===== src/rtl/layer_input_if.sv =====
// layer_input_if: sample stream in, packed frame and control strobes out
interface layer_input_if #(
    parameter int weightNo  = 10,
    parameter int dataWidth = 16
);
    logic                          in_valid;
    logic [dataWidth-1:0]          in_data;
    logic                          in_last;
    logic                          in_ready;
    logic                          layer_done;
    logic [weightNo*dataWidth-1:0] out;
    logic                          go_out_r;
    logic                          first;
    logic                          err;
    modport master (
        output in_valid, in_data, in_last, layer_done,
        input  in_ready, out, go_out_r, first, err
    );
    modport slave (
        input  in_valid, in_data, in_last, layer_done,
        output in_ready, out, go_out_r, first, err
    );
endinterface


===== src/rtl/layer_input_packer.sv =====
// layer_input_packer: packs weightNo stream samples into a parallel frame and strobes it to the layer
module layer_input_packer #(
    parameter int weightNo  = 10,
    parameter int dataWidth = 16,
    parameter bit WAIT_DONE = 1'b1
) (
    input logic        clk,
    input logic        rst,
    layer_input_if.slave bus
);
    localparam int IW = $clog2(weightNo);
    localparam logic [IW-1:0] LAST = IW'(weightNo - 1);
    typedef enum logic [1:0] {FILL, FIRE, WAIT} state_t;
    state_t                        state_q, state_d;
    logic [IW-1:0]                 idx_q, idx_d;
    logic [weightNo*dataWidth-1:0] out_q, out_d;
    logic                          go_q, go_d;
    logic                          first_q, first_d;
    logic                          err_q, err_d;
    logic                          accept;
    assign bus.in_ready = (state_q == FILL);
    assign bus.out      = out_q;
    assign bus.go_out_r = go_q;
    assign bus.first    = first_q;
    assign bus.err      = err_q;
    assign accept       = bus.in_valid && (state_q == FILL);
    // Next state: lane writes and frame counting in FILL, one-cycle strobe in FIRE, layer handshake in WAIT
    always_comb begin
        state_d = state_q;
        idx_d   = idx_q;
        out_d   = out_q;
        go_d    = 1'b0;
        first_d = first_q;
        err_d   = err_q;
        case (state_q)
            FILL: if (accept) begin
                for (int i = 0; i < weightNo; i++)
                    if (idx_q == IW'(i)) out_d[i*dataWidth +: dataWidth] = bus.in_data;
                if (idx_q == LAST) begin
                    idx_d   = '0;
                    state_d = FIRE;
                    go_d    = 1'b1;
                end else if (bus.in_last) begin
                    idx_d = '0;
                    err_d = 1'b1;
                end else begin
                    idx_d = idx_q + IW'(1);
                end
            end
            FIRE: begin
                state_d = WAIT_DONE ? WAIT : FILL;
                first_d = WAIT_DONE ? first_q : 1'b0;
            end
            WAIT: if (bus.layer_done) begin
                state_d = FILL;
                first_d = 1'b0;
            end
            default: state_d = FILL;
        endcase
    end
    // State and output registers; reset drops any partial frame immediately
    always_ff @(posedge clk or posedge rst) begin
        if (rst) begin
            state_q <= FILL;
            idx_q   <= '0;
            out_q   <= '0;
            go_q    <= 1'b0;
            first_q <= 1'b1;
            err_q   <= 1'b0;
        end else begin
            state_q <= state_d;
            idx_q   <= idx_d;
            out_q   <= out_d;
            go_q    <= go_d;
            first_q <= first_d;
            err_q   <= err_d;
        end
    end
endmodule


===== src/flat_wrapper.sv =====
// flat-port wrapper written by rule: the top's interface ports become plain ports
module layer_input_packer_flat 
#(
    parameter int weightNo  = 10,
    parameter int dataWidth = 16,
    parameter bit WAIT_DONE = 1'b1
)
  (clk, rst, bus_in_valid, bus_in_data, bus_in_last, bus_layer_done, bus_in_ready, bus_out, bus_go_out_r, bus_first, bus_err);
  layer_input_if #(.weightNo(weightNo), .dataWidth(dataWidth)) bus_i ();
  input logic clk;
  input logic rst;
  input wire logic [$bits(bus_i.in_valid)-1:0] bus_in_valid;
  input wire logic [$bits(bus_i.in_data)-1:0] bus_in_data;
  input wire logic [$bits(bus_i.in_last)-1:0] bus_in_last;
  input wire logic [$bits(bus_i.layer_done)-1:0] bus_layer_done;
  output wire logic [$bits(bus_i.in_ready)-1:0] bus_in_ready;
  output wire logic [$bits(bus_i.out)-1:0] bus_out;
  output wire logic [$bits(bus_i.go_out_r)-1:0] bus_go_out_r;
  output wire logic [$bits(bus_i.first)-1:0] bus_first;
  output wire logic [$bits(bus_i.err)-1:0] bus_err;
  assign bus_i.in_valid = bus_in_valid;
  assign bus_i.in_data = bus_in_data;
  assign bus_i.in_last = bus_in_last;
  assign bus_i.layer_done = bus_layer_done;
  assign bus_in_ready = bus_i.in_ready;
  assign bus_out = bus_i.out;
  assign bus_go_out_r = bus_i.go_out_r;
  assign bus_first = bus_i.first;
  assign bus_err = bus_i.err;
  layer_input_packer #(.weightNo(weightNo), .dataWidth(dataWidth), .WAIT_DONE(WAIT_DONE)) u_core (.clk(clk), .rst(rst), .bus(bus_i));
endmodule

===== config.mk =====
export PLATFORM = sky130hd
export DESIGN_NAME = layer_input_packer_flat
export DESIGN_NICKNAME = d
export VERILOG_FILES = /design/src/rtl/layer_input_if.sv /design/src/rtl/layer_input_packer.sv /design/src/flat_wrapper.sv
export SDC_FILE = /design/constraint.sdc
export NUM_CORES = 1
export LEC_CHECK = 0
export CORE_MARGIN = 2
export CORE_UTILIZATION = 51
export DETAILED_ROUTE_END_ITERATION = 16
export GPL_TIMING_DRIVEN = 0
export PLACE_DENSITY = 0.95
export SYNTH_ARGS = -nofsm -noshare
export SYNTH_HDL_FRONTEND = slang
export SYNTH_SLANG_ARGS = --single-unit

===== constraint.sdc =====
create_clock -name clk -period 15.1 [get_ports clk]
set_clock_uncertainty 0.2 [all_clocks]
set_input_delay 3.02 -clock clk [delete_from_list [all_inputs] [get_ports clk]]
set_output_delay 3.02 -clock clk [all_outputs]
set_load 0.1 [all_outputs]

# Word-level counts from Yosys, hierarchy flattened
# Cells that the tools add are included.
# totals
ff_bits,169
out_inout_bits,164
word_cells,57
# op_classes
addsub,1
n_eq_ne,14
n_mux,9
n_bitwise,1
n_reduce_logical,17
# op_table
op,count
$reduce_and 3->1,11
$eq 4x3->1 const B,4
$eq 4x2->1 const B,2
$eq 4x4->1 const B,2
$mux 4,2
$mux 2,3
$pmux 2 s3,1
$add 4x1->4 const B,1
$eq 4x1->1 const B,1
$logic_not 4->1,1
$ne 2x1->1 const B,2
$reduce_and 2->1,2
$reduce_and 4->1,1
$mux 1,3
$eq 2x1->1 const B,1
$eq 2x2->1 const B,1
$logic_not 2->1,1
$ne 2x2->1 const B,1
$logic_and 1x1->1,1
$not 1->1,1

# Longest topological paths before layout
# logic_depth
depth_word,4
ltp_mapped,6
depth_no_buf,5

# Worst setup path after synthesis
# Ideal clock, no wire load.
# synth_path
path_kind,register -> output
startpoint,register u_core.state_q[0]
endpoint,output port bus_in_ready
arrival_time_ps,1833
slack_ps,10047
path_stages_with_launch,3
n_path_buf,1
cell_sequence,dfrtp_1 -> buf_2 -> nor2_1
# synth_between
elab_chain_cells,1
# synth_rtl
item,line_no,text
"start, declared",layer_input_packer.sv:14,"state_t state_q, state_d;"
"start signal, assigned",layer_input_packer.sv:71,state_q <= state_d;
$logic_not 2->1,layer_input_packer.sv:21,assign bus.in_ready = (state_q == FILL);
"end, declared",flat_wrapper.sv:16,output wire logic [$bits(bus_i.in_ready)-1:0] bus_in_ready;
# No other way between the ends.

# Worst setup path in the final report
# Ends and elaborated chain as after synthesis.

==> impl_metrics.csv <==
group,metric,value,unit
global_routing,grt_usage,25.05,%
floorplanning,die_h,117.4,um
cells_and_area,layout_common_cells,"168 x dfrtp_1, 167 x clkdlybuf4s50_1, 159 x mux2_2, 17 x clkbuf_16, 16 x buf_1",
floorplanning,rows,41,
logic_synthesis,synth_cells,413,
sta,slew_headroom,29.06,%
logic_synthesis,yosys.area.top_type,"dfrtp_1",
detailed_routing,drc_errors,0,
cells_and_area,fillers,780,
logic_synthesis,yosys.area.top_type_share,64.09,%
clock_network,htree_levels,4,
clock_network,clock_latency,0.43,ns
floorplanning,ioPinCount,185,
min_path,whs_endpoint,"u_core.bus.first",
detailed_routing,vias_per_cell,5.351,
sta,rsz0062_at_grt,"false",
global_routing,busiest_layer,"met2",
sta,worst_pin_slew,1.061,ns
floorplanning,dieArea,13790,um^2
cells_and_area,regArea,4230,um^2
cells_and_area,nets,625,
critical_path,cp-end-kind,"output pin",
floorplanning,fp.coreArea,12570,um^2
global_routing,met1_usage,31.11,%
detailed_routing,dr_total_vias,4195,
logic_synthesis,synth_cell_types,35,
logic_synthesis,ys_warn_count,0,
clock_network,cts_setup_buffers,0,
critical_path,path_class,"register to output pin",
sta,fin_crit,5.634,ns
critical_path,cp_max_fo,8,
sta,slew_violations,0,
global_routing,met2_usage,41.26,%
cells_and_area,mostFrequentLayoutCell,"dfrtp_1",
critical_path,reg2reg_to,"u_core.bus.out[87]",
global_routing,grt_pass1_wl,26170,um
sta,setup-violations-final,0,
place,gp_congestion,0.8607,
cells_and_area,drive_above_1_share,35.78,%
critical_path,cp.required,11.88,ns
min_path,hold_start,"u_core.bus.first",
cells_and_area,multi_input_area,2150,um^2
min_path,min_path_type,"register to register",
place,place_inst,753,
detailed_routing,drtPass1Iterations,4,
min_path,min_path_cells,2,
critical_path,reg2reg_setup_slack,12.71,ns
clock_network,cts_buffer_depth,2,
place,postPlaceCellArea,8479,um^2
clock_network,cts_made_buffers,17,
cells_and_area,final_area,9094,um^2
clock_network,cts_sinks,169,
logic_synthesis,synth.top_cells.by_area,"dfrtp_1 64%, mux2_2 27%, buf_1 0.92%",
logic_synthesis,yosysSeqAreaShare,64.49,%
place,dp_hpwl,11260,um
clock_network,clk_pin_slew_worst_paths,0.06,ns
clock_network,cts_resized,0,
critical_path,arrival,2.41,ns
clock_network,cts-root-buf,"clkbuf_16",
place,portBuffers,167,
detailed_routing,drt_iter0_drc,244,
sta,timing.setup.tns,0,ns
floorplanning,start_util,52.20,%
logic_synthesis,yosys_register_bits,169,
logic_synthesis,avgSynthCellArea,15.88,um^2
global_routing,grt_use_met3,6.226,%
detailed_routing,ant_nets,0,
critical_path,startpoint_type,"register",
global_routing,first_global_vias,4578,
sta,period_share,37.31,%
global_routing,grt_max_degree,95,
sta,fmax,177.5,MHz
critical_path,reg2regPathDepth,6,
clock_network,cts_tree,"built",
sta,hold_viol_final,0,
run_status,outcome,"complete, no violations",
global_routing,overflow,0,
sta,hold-worst-slack,0.2752,ns
logic_synthesis,syn-cell-area,6560,um^2
global_routing,antenna_found_initial,0,
detailed_routing,drt-wirelength-per-cell,20.79,um
clock_network,ctsHoldBuffers,0,
detailed_routing,wl,16300,um
logic_synthesis,syn_nets,438,
critical_path,r2r_start,"u_core.state_q[0]",
cells_and_area,antenna_cells,0,
floorplanning,die_w,117.4,um
cells_and_area,syn_to_final_growth,38.62,%
run,maxCapViolations,0,
cells_and_area,instances_no_fill,784,
==> cells by family after synthesis <==
family | synth area share [%]
DFF | 64.49
adders and majority gates | 0.7630
and+or+nand+nor | 3.471
AOI/OAI and AO/OA | 1.068
buffers and inverters | 2.746
muxes | 27.47
==> cell type report <==
cell class	instances	share of cell area, %
tap	172	2.367
timing repair buffer	168	18.68
inverter	6	0.3027
clock inverter	10	1.582
multi-input combinational	206	23.64
sequential	169	46.52
clock buffer	21	5.173
buffer	32	1.734
==> stage by stage <==
step                utilization (%)  worst slack, ns
global route                  72.35            9.379
floorplan                         -            7.307
detailed placement            67.47            9.945
finish                        72.35            9.466
CTS                           72.35            9.473
global placement              67.21            5.604
==> worst max path at each step <==
stage / endpoint / depth (start not counted) / startpoint
floorplan: u_core.bus.err / 1 / rst
global placement: u_core.bus.out[148] / 2 / rst
detailed placement: bus_in_ready / 3 / u_core.state_q[0]
CTS: bus_in_ready / 3 / u_core.state_q[0]
global route: bus_in_ready / 3 / u_core.state_q[0]
finish: bus_in_ready / 3 / u_core.state_q[0]
==> synth_stat cells <==
library cell / instances
a21oi_2: 1
nand4_2: 1
nand4b_2: 2
nor2_4: 1
buf_2: 11
nor2b_1: 4
or3b_1: 1
nand3b_2: 1
a32o_1: 1
mux2_2: 159
a31oi_1: 1
nand3_2: 1
nor4b_2: 1
nor3_2: 1
nor2_2: 1
a21o_1: 1
clkbuf_2: 1
ha_1: 4
buf_4: 2
mux2_1: 1
dfrtp_1: 168
nand3_1: 1
nand2_1: 7
nand3b_1: 1
nor2_1: 7
inv_1: 6
dfstp_2: 1
a21oi_1: 1
a311oi_1: 1
o21ai_0: 3
nor4b_1: 1
buf_6: 2
buf_1: 16
a22o_1: 1
or4b_4: 1
==> routing by layer <==
layer | wire length [um] | up-vias
met5 | 0 | -
met4 | 573 | 0
met3 | 746 | 42
met2 | 8281 | 148
met1 | 6698 | 2183
li1 | - | 1822
==> sequential cells by signal, indices dropped and copies added, names as in the netlist <==
register	cells
u_core.idx_q	4
u_core.bus.first	1
u_core.bus.out	160
u_core.bus.go_out_r	1
u_core.bus.err	1
u_core.state_q	2
==> critical path, stage by stage, from the launching register on <==
cell and delay [ns]:
dfrtp_1 0.35, buf_2 0.17, nor2_1 0.25, clkdlybuf4s50_1 1.20
Power is left out: the tool's default activity adds up to more than one toggle a clock period on the data nets, which glitch-free logic cannot reach.
